==> config.mk <==
export PLATFORM = sky130hd
export DESIGN_NAME = hi_ssp_tx_flat
export DESIGN_NICKNAME = d
export VERILOG_FILES = /design/src/rtl/hi_ssp_pkg.sv /design/src/rtl/hi_ssp_tx_if.sv /design/src/rtl/hi_ssp_fifo.sv /design/src/rtl/hi_ssp_tx.sv /design/src/flat_wrapper.sv
export SDC_FILE = /design/constraint.sdc
export NUM_CORES = 1
export LEC_CHECK = 0
export BUFFER_PORTS_ARGS = -buffer_cell sky130_fd_sc_hd__buf_2
export CAP_MARGIN = 20
export CORE_ASPECT_RATIO = 0.9
export CORE_MARGIN = 3
export CORE_UTILIZATION = 40
export CTS_CLUSTER_DIAMETER = 50
export CTS_CLUSTER_SIZE = 24
export DETAILED_ROUTE_END_ITERATION = 8
export GPL_TIMING_DRIVEN = 0
export PLACE_DENSITY_LB_ADDON = 0.2
export SLEW_MARGIN = 10
export SYNTH_ARGS = -nofsm -noshare
export SYNTH_HDL_FRONTEND = slang
export SYNTH_SLANG_ARGS = --single-unit
==> constraint.sdc <==
create_clock -name ck_1356meg -period 1.6 [get_ports ck_1356meg]
set_input_delay 0.32 -clock ck_1356meg [delete_from_list [all_inputs] [get_ports ck_1356meg]]
set_output_delay 0.32 -clock ck_1356meg [all_outputs]
set_load 0.1 [all_outputs]
==> src/rtl/hi_ssp_pkg.sv <==
// Shared definitions for the HF reader SSP transmit path: FSM state
// encoding, SSP clock divider and the phase slots that place the SSP clock
// and frame edges inside one bit period.
package hi_ssp_pkg;

    typedef enum logic {
        IDLE  = 1'b0,
        SHIFT = 1'b1
    } ssp_state_t;

    // One SSP bit spans SSP_DIV carrier clocks.
    localparam int SSP_DIV = 4;

    // Phase slots within a bit.
    // New bit / word load, and ssp_clk rises.
    localparam logic [1:0] P_LOAD      = 2'd0;
    localparam logic [1:0] P_CLK_SET   = 2'd0;
    localparam logic [1:0] P_CLK_CLR   = 2'd2;
    localparam logic [1:0] P_FRAME_SET = 2'd1;
    localparam logic [1:0] P_FRAME_CLR = 2'd3;

endpackage

==> src/rtl/hi_ssp_tx_if.sv <==
// Report-word handshake between the HF reader correlator and the SSP
// transmitter.
//
// Handshake: the correlator drives word_in with word_valid high for the
// cycle it wants to offer a word; the transmitter drives a registered
// word_ready. A transfer happens on a clock edge where both are high. A
// word offered while word_ready is low is not held or retried: it is lost
// and the transmitter records an overrun.
interface hi_ssp_tx_if #(
    parameter int WORD_W = 16
);
    logic [WORD_W-1:0] word_in;
    logic              word_valid;
    logic              word_ready;

    modport master (
        output word_in,
        output word_valid,
        input  word_ready
    );

    modport slave (
        input  word_in,
        input  word_valid,
        output word_ready
    );
endinterface

==> src/rtl/hi_ssp_fifo.sv <==
// Small synchronous FIFO between the correlator report instant and the SSP
// bit grid. Updates on the carrier negedge with a synchronous active-low
// reset that empties it. Full/empty come from the level count, so the
// pointers may simply wrap modulo DEPTH. push_ready is registered and
// reflects the level after this edge's push and pop.
module hi_ssp_fifo #(
    parameter int W     = 16,
    parameter int DEPTH = 4
) (
    input  logic                     clk,
    input  logic                     rst_n,
    input  logic                     push_valid,
    input  logic [W-1:0]             push_data,
    output logic                     push_ready,
    input  logic                     pop,
    output logic [W-1:0]             pop_data,
    output logic                     empty,
    output logic [$clog2(DEPTH):0]   level
);
    localparam int AW = $clog2(DEPTH);
    localparam int LW = AW + 1;

    logic [W-1:0]  mem [DEPTH];
    logic [AW-1:0] wr_ptr;
    logic [AW-1:0] rd_ptr;
    logic [LW-1:0] level_q;
    logic [LW-1:0] level_nx;
    logic          do_push;
    logic          do_pop;

    // A push needs the registered ready, so a full FIFO rejects the word
    // even when the same edge pops.
    assign do_push  = push_valid && push_ready;
    assign do_pop   = pop && (level_q != '0);
    assign empty    = (level_q == '0);
    assign level    = level_q;
    assign pop_data = mem[rd_ptr];

    // Occupancy after this edge's push and pop.
    always_comb begin
        level_nx = level_q;
        if (do_push && !do_pop) begin
            level_nx = level_q + 1'b1;
        end else if (!do_push && do_pop) begin
            level_nx = level_q - 1'b1;
        end
    end

    // Pointers, level and registered ready.
    always_ff @(negedge clk) begin
        if (!rst_n) begin
            wr_ptr     <= '0;
            rd_ptr     <= '0;
            level_q    <= '0;
            push_ready <= 1'b1;
        end else begin
            if (do_push) begin
                wr_ptr <= wr_ptr + 1'b1;
            end
            if (do_pop) begin
                rd_ptr <= rd_ptr + 1'b1;
            end
            level_q    <= level_nx;
            push_ready <= (level_nx != LW'(DEPTH));
        end
    end

    // Storage write; contents need no reset since level gates every read.
    always_ff @(negedge clk) begin
        if (do_push) begin
            mem[wr_ptr] <= push_data;
        end
    end

endmodule

==> src/rtl/hi_ssp_tx.sv <==
// Buffered SSP transmit serializer for the HF reader path. Report words are
// queued in a small FIFO and shifted MSB-first to the ARM on ssp_din, one
// bit per four carrier clocks, with a free-running ssp_clk and a frame
// pulse in bit 0 of each word. Back-to-back words leave no gap bits.
//
// Optional feature: define HI_SSP_TX_OVERRUN_CNT_EN to add the saturating
// overrun_cnt port counting rejected pushes.
module hi_ssp_tx
    import hi_ssp_pkg::*;
#(
    parameter int WORD_W     = 16,
    parameter int FIFO_DEPTH = 4
) (
    input  logic                          ck_1356meg,
    input  logic                          rst_n,
    hi_ssp_tx_if.slave                    word_if,
    output logic                          ssp_clk,
    output logic                          ssp_frame,
    output logic                          ssp_din,
    output logic [$clog2(FIFO_DEPTH):0]   fifo_level,
    output logic                          overrun,
`ifdef HI_SSP_TX_OVERRUN_CNT_EN
    output logic [7:0]                    overrun_cnt,
`endif
    output ssp_state_t                    state_dbg
);
    localparam int BW = $clog2(WORD_W);
    localparam int PW = $clog2(SSP_DIV);

    ssp_state_t        state_q;
    ssp_state_t        state_nx;
    logic [PW-1:0]     phase_q;
    logic [BW-1:0]     bit_q;
    logic [BW-1:0]     bit_nx;
    logic [WORD_W-1:0] shreg_q;
    logic [WORD_W-1:0] shreg_nx;
    logic              load_edge;
    logic              fifo_pop;
    logic              fifo_empty;
    logic [WORD_W-1:0] fifo_head;

    hi_ssp_fifo #(
        .W     (WORD_W),
        .DEPTH (FIFO_DEPTH)
    ) u_fifo (
        .clk        (ck_1356meg),
        .rst_n      (rst_n),
        .push_valid (word_if.word_valid),
        .push_data  (word_if.word_in),
        .push_ready (word_if.word_ready),
        .pop        (fifo_pop),
        .pop_data   (fifo_head),
        .empty      (fifo_empty),
        .level      (fifo_level)
    );

    // Word boundary: start of a bit period while idle or after the last bit.
    assign load_edge = (phase_q == P_LOAD) &&
                       ((state_q == IDLE) || (bit_q == BW'(WORD_W - 1)));
    assign fifo_pop  = load_edge && !fifo_empty;
    assign ssp_din   = (state_q == SHIFT) && shreg_q[WORD_W-1];
    assign state_dbg = state_q;

    // Next-state: load a new word at the boundary, otherwise advance a bit.
    always_comb begin
        state_nx = state_q;
        bit_nx   = bit_q;
        shreg_nx = shreg_q;
        if (load_edge) begin
            if (!fifo_empty) begin
                shreg_nx = fifo_head;
                bit_nx   = '0;
                state_nx = SHIFT;
            end else begin
                state_nx = IDLE;
            end
        end else if ((state_q == SHIFT) && (phase_q == P_LOAD)) begin
            shreg_nx = {shreg_q[WORD_W-2:0], 1'b0};
            bit_nx   = bit_q + 1'b1;
        end
    end

    // State, shifter, phase counter and the registered SSP clock/frame pins.
    always_ff @(negedge ck_1356meg) begin
        if (!rst_n) begin
            state_q   <= IDLE;
            phase_q   <= '0;
            bit_q     <= '0;
            shreg_q   <= '0;
            ssp_clk   <= 1'b0;
            ssp_frame <= 1'b0;
        end else begin
            state_q <= state_nx;
            phase_q <= phase_q + 1'b1;
            bit_q   <= bit_nx;
            shreg_q <= shreg_nx;
            if (phase_q == P_CLK_SET) begin
                ssp_clk <= 1'b1;
            end else if (phase_q == P_CLK_CLR) begin
                ssp_clk <= 1'b0;
            end
            if ((phase_q == P_FRAME_SET) && (state_q == SHIFT) && (bit_q == '0)) begin
                ssp_frame <= 1'b1;
            end else if (phase_q == P_FRAME_CLR) begin
                ssp_frame <= 1'b0;
            end
        end
    end

    // Sticky overrun flag: any word offered while not ready is lost.
    always_ff @(negedge ck_1356meg) begin
        if (!rst_n) begin
            overrun <= 1'b0;
        end else if (word_if.word_valid && !word_if.word_ready) begin
            overrun <= 1'b1;
        end
    end

`ifdef HI_SSP_TX_OVERRUN_CNT_EN
    // Saturating count of rejected pushes.
    always_ff @(negedge ck_1356meg) begin
        if (!rst_n) begin
            overrun_cnt <= 8'd0;
        end else if (word_if.word_valid && !word_if.word_ready && (overrun_cnt != 8'hFF)) begin
            overrun_cnt <= overrun_cnt + 8'd1;
        end
    end
`endif

endmodule

==> src/flat_wrapper.sv <==
// flat-port wrapper written by rule: the top's interface ports become plain ports
module hi_ssp_tx_flat import hi_ssp_pkg::*;
#(
    parameter int WORD_W     = 16,
    parameter int FIFO_DEPTH = 4
)
  (ck_1356meg, rst_n, ssp_clk, ssp_frame, ssp_din, fifo_level, overrun, state_dbg, word_if_word_in, word_if_word_valid, word_if_word_ready);
  hi_ssp_tx_if #(.WORD_W(WORD_W)) word_if_i ();
  input  logic ck_1356meg;
  input  logic rst_n;
  output logic ssp_clk;
  output logic ssp_frame;
  output logic ssp_din;
  output logic [$clog2(FIFO_DEPTH):0] fifo_level;
  output logic overrun;
  output ssp_state_t state_dbg;
  input wire logic [$bits(word_if_i.word_in)-1:0] word_if_word_in;
  input wire logic [$bits(word_if_i.word_valid)-1:0] word_if_word_valid;
  output wire logic [$bits(word_if_i.word_ready)-1:0] word_if_word_ready;
  assign word_if_i.word_in = word_if_word_in;
  assign word_if_i.word_valid = word_if_word_valid;
  assign word_if_word_ready = word_if_i.word_ready;
  hi_ssp_tx #(.WORD_W(WORD_W), .FIFO_DEPTH(FIFO_DEPTH)) u_core (.ck_1356meg(ck_1356meg), .rst_n(rst_n), .word_if(word_if_i), .ssp_clk(ssp_clk), .ssp_frame(ssp_frame), .ssp_din(ssp_din), .fifo_level(fifo_level), .overrun(overrun), .state_dbg(state_dbg));
endmodule
==> metrics.cfg, run 1 <==
[synth]
synthCells=274
synth_edf_count=64
syn_area_um2=4090
syn_avg_cell_area_um2=14.9
synth_compound_area_share_pct=9.71
synth-simple-area-share_pct=8.02
synthXorXnorAreaFrac_pct=1.07
synth_flop_cell=edfxtp_1
synth-adder-area-share_pct=3.98
synth_nets=306
ys_types=41
yosys_register_bits=100
synth_top_family_by_area=compound AO/OA/AOI/OAI gates
async_flop_share_pct=0
synth_mux_area_share_pct=9.31
yosysSeqAreaShare_pct=64.7
yosys_warnings=0

[cts]
htreeDepth=3
clock_sinks=100
numCtsBuffers=9
clockBufferDepth=2
cts_tree=yes
hold_buffers=0
root_buffer=clkbuf_16
clkTransAtPathRegs_ps=30
clk_latency_ps=410

[power_and_ir_drop]
pwr-share-clk_pct=29.8
seqPwrFrac_pct=34.1
finalPower_w=0.0100
p_leak_nw=2.46
ir_worst_vdd_mv=1.20
swShare_pct=36.1
combPwrFrac_pct=36.1
powerDensity_nw_per_um2=1720
power_switching_w=0.00363
power.internal_w=0.00641

[timing]
fin_ws_ps=-671
setup_viol=46
rsz0062_at_grt=yes
final_hold_viol_count=0
slew_headroom_pct=72.1
finClkSkew_ps=19.8
finalMaxSlewViolations=0
tightest_slew_ps=418

[critical_path]
rrSetupSlack_ps=-340
critPathMaxFanout=2
cp-endpoint=ssp_din
r2r-start=u_core.u_fifo.level[0]
cp-startpoint=u_core.state_dbg
rr_worst_depth=10
cp-start-kind=flip-flop
r2r-end=u_core.u_fifo.push_ready
critPathCaptureType=output pin
path_class=flip-flop to output pin
crit_arrival_ps=1950
required_ps=1280

[run_status]
status=finished, violations left
violations=negative setup slack

[finish]
fill_cells=795
fin_nets=476
syn_to_final_growth_pct=42.6
drive_gt1_share_pct=35.4
antenna-diode-count=0
multi_input_area_um2=1530
finish.utilization_pct=59.3
seqCellArea_um2=2670

[global_route]
grt_overflow=0
grt_max_degree=17
grt_pass1_vias=3007
grt_use_total_pct=16.4
grt_pass1_wl_mm=14.2
antenna_found_initial=0

[route]
ant_nets=0
wl_per_cell_um=15.9
vias=2840
drtPass1Iterations=4
drc_errors=0
routed_wl_mm=9.17
vias_per_cell=4.94
drt_iter0_markers=109

[hold_path]
hold_path.class=flip-flop to flip-flop
hold_start=u_core.phase_q[0]

[floorplan]
core_um2=9830
rows=34
fp.dieW_um=113
ioPinCount=28
die_height_um=102
initial_utilization_pct=41.6
dieArea_um2=11500

[placed_design]
io_buffer_count=27
dp_hpwl_mm=4.89
gp_congestion=0.790

[flow_run]
max_cap_violations=0

## registers in the layout, indices dropped and copies added (netlist names), 2 cells and up, named ones only
signal and cells:
u_core.bit_q 4, u_core.phase_q 2, u_core.shreg_q 16, u_core.u_fifo.level 3, u_core.u_fifo.mem 64, u_core.u_fifo.rd_ptr 2
u_core.u_fifo.wr_ptr 2
## power by group through the flow
stage / Clock [W] / Sequential [W] / Combinational [W]
after floorplan: 0.000377 / 0.00372 / 0.00163
after global placement: 0.000377 / 0.00341 / 0.00243
after detailed placement: 0.000377 / 0.00341 / 0.00247
after CTS: 0.00312 / 0.00340 / 0.00335
after global routing: 0.00346 / 0.00346 / 0.00386
final: 0.00300 / 0.00342 / 0.00362
## area by class of cell
class	instances	area share, %
Buffer	12	1.74
Clock buffer	9	3.87
Clock inverter	107	7.32
Inverter	12	0.945
Multi-Input combinational cell	147	26.3
Sequential cell	100	45.9
Tap cell	126	2.71
Timing Repair Buffer	62	11.2
## critical path: stages, from the launching register on
cell     delay, ps
dfxtp_4        330
buf_8          110
and2_4         150
buf_12         160
## worst min-delay path by stage
| stage | end | cells past startpoint |
|---|---|---|
| detailed placement | u_core.overrun | 1 |
| finish | u_core.phase_q[0] | 1 |
| global placement | u_core.overrun | 1 |
| global route | u_core.phase_q[0] | 1 |
| floorplan | u_core.phase_q[0] | 1 |
| CTS | u_core.phase_q[0] | 1 |
## kinds of logic (layout without fill, tap and decap cells)
| kind of cell | after synthesis | in the layout |
|---|---|---|
| compound gates | 54 | 54 |
| buf+inv | 28 | 202 |
| xor+xnor | 5 | 5 |
| simple gates | 56 | 57 |
| mux | 18 | 18 |
| flops | 100 | 100 |
| fa+ha+maj | 13 | 13 |
## per-stage QoR
step | hold WS (ps) | area (µm²) | setup slack [ps] | setup TNS (ps) | instances
4_1_cts | 471 | 5630 | -682 | -7660 | 564
6_report | 475 | 5830 | -671 | -9360 | 575
5_1_grt | 509 | 5830 | -722 | -12160 | 575
3_5_place_dp | 460 | 4520 | -840 | -40640 | 427
2_1_floorplan | 440 | 4230 | -552 | -10020 | 274
3_3_place_gp | 450 | 4520 | -813 | -39490 | 427
## cells in the final DEF, fill, tap and decap left out, types with 5 or more instances in the layout
cell / count
inv_1: 111
edfxtp_1: 64
dfxtp_1: 27
buf_6: 23
buf_2: 17
mux4_2: 16
buf_4: 15
buf_12: 12
nor2b_1: 11
a22oi_2: 11
nand2_1: 10
a21boi_1: 10
ha_1: 10
clkbuf_16: 9
dfxtp_4: 8
and2_1: 6
o21ai_1: 6
o21ai_2: 6
nand3_1: 5
## synthesized netlist by cell type, drive strengths merged, types with 3 or more instances
cell type | n | area, µm²
nor2 | 6 | 41.3
xnor2 | 3 | 26.3
and3 | 6 | 37.5
edfxtp | 64 | 1920
nand2 | 12 | 45.0
mux4 | 16 | 360
nor2b | 12 | 75.1
dfxtp | 36 | 721
a22oi | 11 | 82.6
ha | 13 | 163
and2 | 8 | 50.1
inv | 13 | 48.8
clkbuf | 6 | 22.5
buf | 9 | 61.3
a21oi | 4 | 20.0
a21boi | 14 | 105
nand3 | 6 | 42.5
o21ai | 13 | 68.8
a222oi | 4 | 40.0
## layer usage
| layer | routed length, µm | part of all wire (%) | vias up | global-route usage, % |
|---|---|---|---|---|
| met3 | 465 | 5.1 | 13 | 9.12 |
| met2 | 4420 | 48 | 73 | 24.8 |
| met4 | 166 | 1.8 | 0 | 8.41 |
| li1 | - | - | 1382 | - |
| met5 | 0 | 0 | - | 0 |
| met1 | 4120 | 45 | 1372 | 18.8 |
## timing repair
item,4_1_cts,5_1_grt
cloned,2,1
endpoints found under the setup margin,36,65
pin swaps,17,16
resized for setup,89,25
buffers inserted,22,15
Note: power is estimated with default switching activity, not from simulation.
==> run 2, diff against run 1 <==
Settings changed: HOLD_SLACK_MARGIN set to 0.1, SYNTH_HIERARCHICAL set to 1.
==> run 2 against run 1 <==
The run still ends with negative setup slack left. First-iteration DRC count fell by 4.6%. Synthesized cell count rose by 5.5%. Critical path type unchanged. Clock-buffer cell count unchanged. Cell count rose by 7.0%. Synthesized area is 8.8% higher. Total power down 9.4%. Setup slack got worse by 100 ps. Sequential share of layout area fell by 2.5 points. Combinational power fell by 21%. Critical path depth grew 1. Clock power barely moved. Via count up 10%.
==> metrics.cfg, run 2 <==
[run_status]
status=finished, violations left
violations=negative setup slack

[timing]
finalMaxSlewViolations=0
fin_ws_ps=-773
finClkSkew_ps=19.6
setup_viol=36
tightest_slew_ps=308
final_hold_viol_count=0
rsz0062_at_grt=yes
slew_headroom_pct=79.5
fin_setup_tns_ps=-9090

[floorplan]
rows=35
initial_utilization_pct=42.1
core_um2=10600
fp.dieW_um=117
die_height_um=106
ioPinCount=28
dieArea_um2=12400

[global_route]
grt_overflow=0
use_met1_pct=20.4
grt_pass1_wl_mm=15.8
grt_max_degree=18
busiest_layer=met2
antenna_found_initial=0
grt_pass1_vias=3396
grt_use_total_pct=16.6
met2_usage_pct=24.7
use_met3_pct=6.43

[hold_path]
hold_path.class=flip-flop to flip-flop
hold_start=u_core/phase_q[0]
holdPathStages=1
hold_end=u_core/phase_q[0]

[route]
ant_nets=0
drtPass1Iterations=4
routed_wl_mm=9.66
drc_errors=0
drt_iter0_markers=104
vias_per_cell=5.09
wl_per_cell_um=15.7
vias=3128

[synth]
synth_common_cells=edfxtp_1 (64), dfxtp_1 (36), a211o_1 (16), mux4_2 (16), nand4b_1 (16)
synthCells=289
ys_types=50
yosys_register_bits=100
synth_flop_cell=edfxtp_1
syn_area_um2=4450
yosysTopAreaCellShare_pct=43.2
yosysSeqAreaShare_pct=59.4
synth_edf_count=64
syn_avg_cell_area_um2=15.4
yosys_warnings=6
synth_area_leaders=edfxtp_1 (43%), dfxtp_1 (16%), mux4_2 (8.1%)
synth_most_common_cell=edfxtp_1
synth_top_area_cell=edfxtp_1
async_flop_share_pct=0
synth_nets=321

[cts]
clkTransAtPathRegs_ps=30
root_buffer=clkbuf_16
clk_latency_ps=410
htreeDepth=3
cts_tree=yes
clock_sinks=100
clockBufferDepth=2
numCtsBuffers=9
hold_buffers=0

[finish]
largest_reg_flops=64
fin_nets=494
final_common_cell=inv_1
seqCellArea_um2=2680
antenna-diode-count=0
final_cell_mix=inv_1 (110), edfxtp_1 (64), dfxtp_1 (25)
fill_cells=850
reg_top3=u_core/u_fifo/mem (64), u_core/shreg_q (16), u_core/bit_q (4)
multi_input_area_um2=1690
syn_to_final_growth_pct=38.8
registers.top_by_ff_count=u_core/u_fifo/mem
drive_gt1_share_pct=34.0

[placed_design]
io_buffer_count=27
gp_congestion=0.748
dp_hpwl_mm=5.47

[critical_path]
rr_worst_depth=12
critPathCaptureType=output pin
crit_buf_inv=3
path_class=flip-flop to output pin
required_ps=1280
slowest_delay_ps=330
r2r-start=u_core/u_fifo/level[0]
critPathMaxFanout=2
path_cells=buf_6 > clkbuf_16 > and2_4 > buf_12
rrSetupSlack_ps=-420
r2r-end=u_core/u_fifo/push_ready
cp-start-kind=flip-flop
slowest_stage=dfxtp_4
crit_arrival_ps=2050
cp_top_family=buffers and inverters

[power_and_ir_drop]
power_switching_w=0.00310
power.internal_w=0.00600
powerDensity_nw_per_um2=1470
ir_worst_vdd_mv=0.860
seqPwrFrac_pct=36.0
pwr-share-clk_pct=32.7
finalPower_w=0.00910
swShare_pct=34.1
combPwrFrac_pct=31.3
p_leak_nw=2.61

[flow_run]
max_cap_violations=0

==> run 2: cell count changes after synthesis, moves of 4 or more <==
cell | before | now
a211o_1 | 0 | 16
nand4b_1 | 0 | 16
o2111a_1 | 0 | 15
o21ai_0 | 12 | 1
a22oi_1 | 11 | 1
clkbuf_8 | 0 | 10
a21boi_1 | 10 | 1
nand2_1 | 12 | 5
nor2b_1 | 12 | 5
clkbuf_1 | 6 | 0
buf_6 | 2 | 7
a222oi_1 | 4 | 0
==> run 2: layout make-up <==
type	instances	share of cell area, %
clock buffers	9	3.65
repair buffers	62	10.3
flip-flops and latches	100	43.4
clock inverters	107	6.91
plain buffers	21	4.46
multi-input cells	156	27.4
inverters	12	0.892
well taps	148	3.00
==> run 2: metrics by stage <==
step	worst slack [ps]	area, µm²	utilization (%)	std cells	hold slack [ps]
after floorplan	-674	4530	-	289	440
after global placement	-679	4850	46.0	464	460
after detailed placement	-682	4850	46.0	464	461
after CTS	-792	6030	57.2	609	478
after global routing	-811	6170	58.5	615	516
final	-773	6170	58.5	615	472
==> run 2: cells by family (layout without fill, tap and decap cells) <==
kind of cell,Yosys count,after routing,share of synthesized area (%)
adder cells (fa/ha/maj),13,13,3.66
AND/OR/NAND/NOR,67,70,10.9
XOR/XNOR,3,3,0.591
flip-flops,100,100,59.4
AO/OA/AOI/OAI,54,54,10.7
buffers and inverters,36,211,6.64
multiplexers,16,16,8.11
==> run 2: power groups by stage <==
stage	clock [W]	sequential (W)	combinational, W
finish	0.00298	0.00327	0.00285
detailed placement	0.000382	0.00328	0.00195
CTS	0.00314	0.00326	0.00268
global placement	0.000382	0.00327	0.00193
floorplan	0.000382	0.00350	0.00131
global route	0.00346	0.00329	0.00306
==> run 2: worst reg2reg max path: cells and delay by family, from the launching register on <==
| kind | cells | cell delay, ps |
|---|---|---|
| buffers and inverters | 5 | 470 |
| adder cells (fa/ha/maj) | 1 | 140 |
| flip-flops | 1 | 370 |
| AND/OR/NAND/NOR | 3 | 430 |
| AO/OA/AOI/OAI | 3 | 480 |
==> run 2: worst max-delay path by stage <==
stage | from | to | cells after the start | slack, ps
global route | u_core/state_dbg | ssp_din | 4 | -810
global placement | u_core/state_dbg | ssp_din | 4 | -680
finish | u_core/state_dbg | ssp_din | 4 | -770
floorplan | u_core/state_dbg | ssp_din | 3 | -670
CTS | u_core/state_dbg | ssp_din | 4 | -790
detailed placement | u_core/state_dbg | ssp_din | 4 | -680
==> run 2: routing by layer <==
metal | part of all wire, % | routed length (µm) | vias to the layer above
met5 | 0 | 0 | -
met4 | 1.5 | 143 | 0
met1 | 46 | 4400 | 1560
met3 | 3.1 | 304 | 13
li1 | - | - | 1501
met2 | 50 | 4810 | 54
==> run 2: what timing repair did <==
item,CTS,global route
setup buffers,27,7
cloned,5,1
pin swaps,21,17
endpoints found under the setup margin,99,43
resized for setup,65,26
